--- src/rtl/stack_op_sequencer.sv ---
// Stack-machine execution stage: takes one opcode per handshake, sequences
// LIFO pops/pushes, computes the result and reports DONE/ERR/OUT.
// Ports:
//   CLK, RST                       clock, synchronous active-high reset
//   CMD_VALID/READY/OP/IMM         command handshake from the decoder
//   STK_FULL/EMPTY                 LIFO status flags
//   STK_PUSH/PUSH_DATA             LIFO push strobe and data
//   STK_POP/POP_VALID/POP_DATA     LIFO pop strobe, returned word one cycle later
//   DONE/ERR/ERR_CODE              completion pulse, error pulse, held error code
//   OUT_VALID/OUT_DATA             OUT opcode result pulse and held value
module stack_op_sequencer #(
    parameter int DATA_W = 8,
    parameter int OP_W   = 4
) (
    input  logic              CLK,
    input  logic              RST,
    input  logic              CMD_VALID,
    output logic              CMD_READY,
    input  logic [OP_W-1:0]   CMD_OP,
    input  logic [DATA_W-1:0] CMD_IMM,
    input  logic              STK_FULL,
    input  logic              STK_EMPTY,
    output logic              STK_PUSH,
    output logic [DATA_W-1:0] STK_PUSH_DATA,
    output logic              STK_POP,
    input  logic              STK_POP_VALID,
    input  logic [DATA_W-1:0] STK_POP_DATA,
    output logic              DONE,
    output logic              ERR,
    output logic [1:0]        ERR_CODE,
    output logic              OUT_VALID,
    output logic [DATA_W-1:0] OUT_DATA
);

    localparam logic [OP_W-1:0] OP_PUSHI = OP_W'(1);
    localparam logic [OP_W-1:0] OP_ADD   = OP_W'(2);
    localparam logic [OP_W-1:0] OP_SUB   = OP_W'(3);
    localparam logic [OP_W-1:0] OP_AND   = OP_W'(4);
    localparam logic [OP_W-1:0] OP_OR    = OP_W'(5);
    localparam logic [OP_W-1:0] OP_XOR   = OP_W'(6);
    localparam logic [OP_W-1:0] OP_EQ    = OP_W'(7);
    localparam logic [OP_W-1:0] OP_LTU   = OP_W'(8);
    localparam logic [OP_W-1:0] OP_DUP   = OP_W'(9);
    localparam logic [OP_W-1:0] OP_DROP  = OP_W'(10);
    localparam logic [OP_W-1:0] OP_OUT   = OP_W'(11);
    localparam logic [OP_W-1:0] OP_SWAP  = OP_W'(12);

    typedef enum logic [3:0] {
        IDLE, POP_A, WAIT_A, POP_B, WAIT_B,
        PUSH_1, PUSH_2, RESTORE, FINISH
    } state_t;

    state_t            state, state_n;
    logic [OP_W-1:0]   op;
    logic [DATA_W-1:0] imm, a, b, alu;
    logic [1:0]        err_code;
    logic              err_set;
    logic [1:0]        err_val;
    logic              accept;
    logic              cmd_pops, op_pushes, op_two_push;

    assign accept      = CMD_VALID && CMD_READY;
    assign cmd_pops    = (CMD_OP >= OP_ADD) && (CMD_OP <= OP_SWAP);
    assign op_pushes   = (op != OP_DROP) && (op != OP_OUT) &&
                         (op >= OP_PUSHI) && (op <= OP_SWAP);
    assign op_two_push = (op == OP_DUP) || (op == OP_SWAP);
    assign ERR_CODE    = err_code;

    always_comb begin
        alu = '0;
        unique case (op)
            OP_ADD:  alu = a + b;
            OP_SUB:  alu = a - b;
            OP_AND:  alu = a & b;
            OP_OR:   alu = a | b;
            OP_XOR:  alu = a ^ b;
            OP_EQ:   alu = DATA_W'(a == b);
            OP_LTU:  alu = DATA_W'(a < b);
            default: alu = '0;
        endcase
    end

    always_comb begin
        state_n       = state;
        CMD_READY     = 1'b0;
        STK_PUSH      = 1'b0;
        STK_PUSH_DATA = '0;
        STK_POP       = 1'b0;
        DONE          = 1'b0;
        ERR           = 1'b0;
        OUT_VALID     = 1'b0;
        err_set       = 1'b0;
        err_val       = 2'd0;
        unique case (state)
            IDLE: begin
                CMD_READY = 1'b1;
                // NOP/illegal also pass through PUSH_1 (without pushing)
                // so that every no-pop command finishes two cycles after accept.
                if (CMD_VALID)
                    state_n = cmd_pops ? POP_A : PUSH_1;
            end
            POP_A: begin
                if (STK_EMPTY) begin
                    err_set = 1'b1;
                    err_val = 2'd1;
                    state_n = FINISH;
                end else begin
                    STK_POP = 1'b1;
                    state_n = WAIT_A;
                end
            end
            WAIT_A: begin
                if (!STK_POP_VALID) begin
                    err_set = 1'b1;
                    err_val = 2'd1;
                    state_n = FINISH;
                end else if (op == OP_DROP || op == OP_OUT) begin
                    state_n = FINISH;
                end else if (op == OP_DUP) begin
                    state_n = PUSH_1;
                end else begin
                    state_n = POP_B;
                end
            end
            POP_B: begin
                if (STK_EMPTY) begin
                    err_set = 1'b1;
                    err_val = 2'd1;
                    state_n = RESTORE;
                end else begin
                    STK_POP = 1'b1;
                    state_n = WAIT_B;
                end
            end
            WAIT_B: begin
                if (!STK_POP_VALID) begin
                    err_set = 1'b1;
                    err_val = 2'd1;
                    state_n = RESTORE;
                end else begin
                    state_n = PUSH_1;
                end
            end
            PUSH_1: begin
                if (!op_pushes) begin
                    state_n = FINISH;
                end else if (STK_FULL) begin
                    err_set = 1'b1;
                    err_val = 2'd2;
                    state_n = FINISH;
                end else begin
                    STK_PUSH = 1'b1;
                    if (op == OP_PUSHI)
                        STK_PUSH_DATA = imm;
                    else if (op_two_push)
                        STK_PUSH_DATA = b;
                    else
                        STK_PUSH_DATA = alu;
                    state_n = op_two_push ? PUSH_2 : FINISH;
                end
            end
            PUSH_2: begin
                if (STK_FULL) begin
                    err_set = 1'b1;
                    err_val = 2'd2;
                end else begin
                    STK_PUSH      = 1'b1;
                    STK_PUSH_DATA = (op == OP_SWAP) ? a : b;
                end
                state_n = FINISH;
            end
            RESTORE: begin
                // b came off a non-full stack, so putting it back cannot overflow
                STK_PUSH      = 1'b1;
                STK_PUSH_DATA = b;
                state_n       = FINISH;
            end
            FINISH: begin
                DONE      = 1'b1;
                ERR       = (err_code != 2'd0);
                OUT_VALID = (op == OP_OUT) && (err_code == 2'd0);
                state_n   = IDLE;
            end
            default: state_n = IDLE;
        endcase
        // Quiet every strobe during the reset cycle, whatever the old state.
        if (RST) begin
            CMD_READY = 1'b0;
            STK_PUSH  = 1'b0;
            STK_POP   = 1'b0;
            DONE      = 1'b0;
            ERR       = 1'b0;
            OUT_VALID = 1'b0;
        end
    end

    always_ff @(posedge CLK) begin
        if (RST) begin
            state    <= IDLE;
            op       <= '0;
            imm      <= '0;
            a        <= '0;
            b        <= '0;
            err_code <= 2'd0;
            OUT_DATA <= '0;
        end else begin
            state <= state_n;
            if (accept) begin
                op       <= CMD_OP;
                imm      <= CMD_IMM;
                err_code <= (CMD_OP > OP_SWAP) ? 2'd3 : 2'd0;
            end else if (err_set) begin
                err_code <= err_val;
            end
            if (state == WAIT_A && STK_POP_VALID) begin
                b <= STK_POP_DATA;
                if (op == OP_OUT)
                    OUT_DATA <= STK_POP_DATA;
            end
            if (state == WAIT_B && STK_POP_VALID)
                a <= STK_POP_DATA;
        end
    end

endmodule
--- config.mk ---
export PLATFORM = sky130hd
export DESIGN_NAME = stack_op_sequencer
export DESIGN_NICKNAME = d
export VERILOG_FILES = /design/src/rtl/stack_op_sequencer.sv
export SDC_FILE = /design/constraint.sdc
export NUM_CORES = 1
export LEC_CHECK = 0
export ABC_AREA = 1
export BUFFER_PORTS_ARGS = -buffer_cell sky130_fd_sc_hd__buf_2
export CAP_MARGIN = 5
export CELL_PAD_IN_SITES_DETAIL_PLACEMENT = 1
export CELL_PAD_IN_SITES_GLOBAL_PLACEMENT = 2
export CORE_MARGIN = 4
export CORE_UTILIZATION = 31
export DETAILED_ROUTE_END_ITERATION = 10
export GPL_TIMING_DRIVEN = 0
export PLACE_DENSITY_LB_ADDON = 0.1
export SLEW_MARGIN = 20
export SYNTH_ARGS = -nofsm -noshare
export SYNTH_HDL_FRONTEND = slang
export SYNTH_SLANG_ARGS = --single-unit
--- constraint.sdc ---
create_clock -name CLK -period 2.5 [get_ports CLK]
set_clock_uncertainty 0.15 [all_clocks]
set_input_delay 0.5 -clock CLK [delete_from_list [all_inputs] [get_ports CLK]]
set_output_delay 0.5 -clock CLK [all_outputs]
set_load 0.01 [all_outputs]
[After elaboration in Yosys (flattened, before gate mapping)]
Index checks and enable logic that the tools add are counted.
Word-level totals
  register bits: 42
  memory bits (writable): 0
  bits in latches: 0
  bits in read-only memories: 0
  output and inout bits: 24
  memories kept: 0
  input port bits: 26
Cells by class
  equality and inequality tests: 24
  add/sub/neg operators: 2
  reduce and logical (&&, ||, !) cells: 18
  order comparisons: 6
  div/mod/pow operators: 0
  shift operators: 0
  bitwise gates (word level): 3
  multipliers: 0
  multiplexer cells: 48
Operator list (number)
  case mux 8 bit (7 select lines): 1
  2-to-1 mux 8 bit: 6
  == test 4 x 3 -> 1 bit, second input constant: 8
  2-to-1 mux 4 bit: 7
  case mux 4 bit (7 select lines): 1
  == test 4 bit, second input constant: 6
  case mux 8 bit (3 select lines): 1
  2-to-1 mux 1 bit: 20
  == test 4 x 2 -> 1 bit, second input constant: 4
  2-to-1 mux 2 bit: 7
  adder 8 bit: 1
  AND 8 bit: 1
  == test 4 x 1 -> 1 bit, second input constant: 2
  == test 8 bit: 1
  <= comparator 4 bit, second input constant: 2
  logical AND 1 bit: 8
  less-than comparator 8 bit: 1
  inequality test 4 bit, second input constant: 2
  OR 8 bit: 1
  case mux 2 bit (4 select lines): 1
  subtractor 8 bit: 1
  bitwise XOR 8 bit: 1
  2-to-1 mux 3 bit: 2
  OR reduction 2 bit: 3
  11 further kinds: 13

[Longest topological paths before layout]
  depth in word-level cells: 8
  depth in mapped cells: 12
  depth with buffers taken out: 12

[Worst setup path before layout]
No wires, ideal clock.
  path kind: input to output
  start point: input RST
  end point: output OUT_VALID
  stages on the path: 4
  setup slack: 0.198 ns
  required time: 1.850 ns
  arrival: 1.652 ns
  path buffers: 1
  cell sequence: buf_2 > nor4_1 > inv_1 > nor4_1
On the way
  cells in the longest elaborated chain, start to end: 1
Ends and longest elaborated chain
  from (decl): line 16  | input logic RST,
  2-to-1 mux 1 bit: line 187  | if (RST) begin
  to (decl): line 31  | output logic OUT_VALID,
Every way passes these cells.

[Worst setup path after layout]
  start point: register a[0]
  end point: output STK_PUSH_DATA[1]
On the way
  cells in the longest elaborated chain, start to end: 7
  elaborated cells on any way between the ends: 8
Ends and longest elaborated chain
  from (decl): line 55  | logic [DATA_W-1:0] imm, a, b, alu;
  from (signal assigned): line 202  | a <= '0;
  from (signal assigned): line 221  | a <= STK_POP_DATA;
  subtractor 8 bit / adder 8 bit (equally long branches): line 73, 72
  case mux 8 bit (7 select lines) *: line 71  | unique case (op)
  2-to-1 mux 8 bit *: line 155  | else if (op_two_push)
  2-to-1 mux 8 bit *: line 153  | if (op == OP_PUSHI)
  2-to-1 mux 8 bit *: line 147  | end else if (STK_FULL) begin
  2-to-1 mux 8 bit *: line 145  | if (!op_pushes) begin
  case mux 8 bit (3 select lines) *: line 94  | unique case (state)
  to (decl): line 24  | output logic [DATA_W-1:0] STK_PUSH_DATA,
Every way passes the cells marked *; elsewhere a longest branch is shown, timed or not.

==> out/results.tsv <==
stage	metric	value	unit
status	status	finished with violations	
status	failing checks	negative setup slack	
power_and_ir_drop	P_leak	1.955	nW
global_routing	pin count of the biggest net entering global routing	15	
die	Die Height	110.3	µm
timing	final hold vios	0	
route	vias	3608	
placed_design	Final HPWL DP	9590	µm
die	die area	12170	µm²
layout	P&R area growth vs syn	33.65	%
setup_path	CP max FO	3	
setup_path	Req. time, crit path	1850	ps
synthesis	Yosys reg bits	42	
timing	Slew HR	0.6826	
die	Die W	110.3	µm
timing	Final setup viols	8	
synthesis	Syn Area/Cell	6.440	µm²
timing	Max Freq	372.1	MHz
global_routing	vias in the first global route	3758	
route	Avg Vias per Cell	5.046	
timing	RSZ-0062 raised after global routing	yes	
route	DRT iter0 DRCs	146	
synthesis	synthesized net count	558	
clock_tree	clk root buf	clkbuf_8	
route	average wire per standard cell	17.63	µm
layout	area of the multi-input gates	2349	µm²
power_and_ir_drop	Worst VDD drop	319.3	µV
layout	most common library cell in the layout ignoring fill and taps	nand2_1	
route	number of remaining DRC errors	0	
die	# rows	37	
clock_tree	CTS clk-pin slew, worst paths	90	ps
synthesis	synth top area cells	dfxtp_1 26%, nand2_1 11%, ha_1 10%, inv_1 9.0%, a21oi_1 8.6%	
global_routing	first-pass GRT wire length	20020	µm
synthesis	Async S/R FF share, synth	0	
layout	register area	878.3	µm²
synthesis	synth warn	0	
global_routing	total gr overflow	0	
die	Initial Utilization	0.3158	
placed_design	Routability Congestion	0.8261	
synthesis	cell taking the most area after synthesis	dfxtp_1	
route	ANT nets after route	0	
layout	most frequent cells in the layout	85 x nand2_1, 57 x inv_1, 52 x a21oi_1, 49 x buf_2, 45 x o21ai_0	
synthesis	share of the synthesized area in the top cell type	0.2591	
placed_design	Placement Cell Area	3656	µm²
layout	fillers	1370	
clock_tree	Clock H-tree levels	2	
flow_run	# Max-Cap Violations	0	
synthesis	EDFF count, synth	0	
power_and_ir_drop	Power Total	0.002989	W
timing	max-slew violations	0	
clock_tree	clk buf depth	2	
setup_path	CP startpoint kind	register	
die	core area	10280	µm²
global_routing	GRT Total Usage	0.2136	
layout	Ant. Diodes	0	
global_routing	initial antenna violation count	0	
setup_path	WS Path Type	register to output port	
placed_design	Buffers on Ports	48	
route	final wirelength	12610	µm
timing	crit path time final	2687	ps
layout	fin area	4338	µm²
clock_tree	CTS tree	done	
timing	Final Cycle Share	1.075	
layout	share of layout cells above drive strength 1	0.3402	
clock_tree	CTS Sinks	42	
clock_tree	Num CTS Buffers	5	
route	DR pass1 iterations	4	
setup_path	CP Capture Type	output port	
synthesis	ys flop type	dfxtp_1	
min_path	worst hold path class	register to register	
clock_tree	clk_lat worst skew	290	ps
synthesis	count of different cell masters after synthesis	35	
die	# IOs	50	
timing	Worst-Margin Slew	476.1	ps
power_and_ir_drop	Power Density	689.0	nW/µm²
setup_path	CP arrival	2040	ps
synthesis	cell count after synthesis	504	
synthesis	sequential fraction of the synthesis area	0.2591	
synthesis	Mapped Area	3246	µm²
layout	# nets final	632	
timing	Final WS setup	-187.1	ps
-- cells in the mapped netlist, types with 3 or more instances --
| library cell | number |
|---|---|
| inv_2 | 6 |
| dfxtp_1 | 42 |
| buf_6 | 4 |
| a21oi_1 | 56 |
| buf_2 | 3 |
| inv_1 | 78 |
| a22oi_1 | 6 |
| nor4_1 | 4 |
| nor2_1 | 42 |
| nor2_2 | 7 |
| o22ai_1 | 6 |
| o21ai_0 | 50 |
| nand2_2 | 4 |
| clkbuf_1 | 3 |
| nand3_1 | 30 |
| ha_1 | 26 |
| o31ai_1 | 3 |
| nor3_1 | 10 |
| nand2_1 | 94 |
| nand4_1 | 10 |
-- where the power goes --
group          internal (W)  switching, W
Combinational      0.000525      0.000910
Clock              0.000401      0.000270
Sequential         0.000779      0.000105
Total               0.00170       0.00128
-- cells by family after synthesis --
kind of cell / count (synthesis) / share of synthesized area
simple gates: 209 / 0.2887
compound gates: 130 / 0.2182
buf+inv: 95 / 0.1214
flops: 42 / 0.2591
fa+ha+maj: 28 / 0.1126
-- worst max-delay path, stage by stage, from the launching register on --
cell	delay, ps
dfxtp_4	390
ha_4	150
inv_2	40
fa_2	520
inv_2	30
nand2_1	50
o21ai_1	60
a21oi_1	150
nand3b_1	90
nand2_1	60
nand2_1	60
buf_2	150
-- state kept, by name, summed over array words and instances, names as in the netlist --
signal	flops
ERR_CODE	2
OUT_DATA	8
a	8
b	8
imm	8
op	4
state	4
-- per-stage QoR --
step / worst slack (ps) / hold slack [ps] / utilization / instances / TNS [ps]
floorplan: 197.8 / 279.7 / - / 504 / 0
global placement: -163.7 / 292.8 / 0.3557 / 688 / -672.6
detailed placement: -165.8 / 301.1 / 0.3557 / 688 / -819.9
CTS: -219.9 / 309.3 / 0.3983 / 707 / -1355
global route: -287.9 / 318.9 / 0.4221 / 715 / -1911
finish: -187.1 / 312.0 / 0.4221 / 715 / -1040
-- final timing paths --
path	startpoint	end	slack, ps	cells after the start
max	a[0]$_SDFFE_PP0P_	STK_PUSH_DATA[1]	-190	11
min reg2reg	imm[6]$_SDFFE_PP0P_	imm[6]$_SDFFE_PP0P_	310	2
min	imm[6]$_SDFFE_PP0P_	imm[6]$_SDFFE_PP0P_	310	2
max reg2reg	state[3]$_SDFFE_PP0P_	a[5]$_SDFFE_PP0P_	710	7
-- area by class of cell --
cell class | instances | share of cell area
buffer | 11 | 0.01817
tap | 136 | 0.03923
inverter | 84 | 0.07499
multi-input combinational | 368 | 0.5414
sequential | 42 | 0.2025
clock buffer | 5 | 0.01586
timing repair buffer | 66 | 0.09201
clock inverter | 3 | 0.01586
-- timing repair --
action                     4_1_cts  5_1_grt
gates resized for setup         75       54
pin swaps                       17       20
cloned                           1        0
buffers inserted                10        8
hold buffers                     0        0
setup endpoints to repair        8       10
-- per-layer routing --
metal  track usage  vias to the layer above  share of wire
met2        0.3627                       49           0.47
met5             0                        -              0
met4       0.04573                        0          0.010
met3       0.02388                        9          0.023
met1        0.2920                     1739           0.49
li1              -                     1811              -
(Power assumes the default switching activity.)
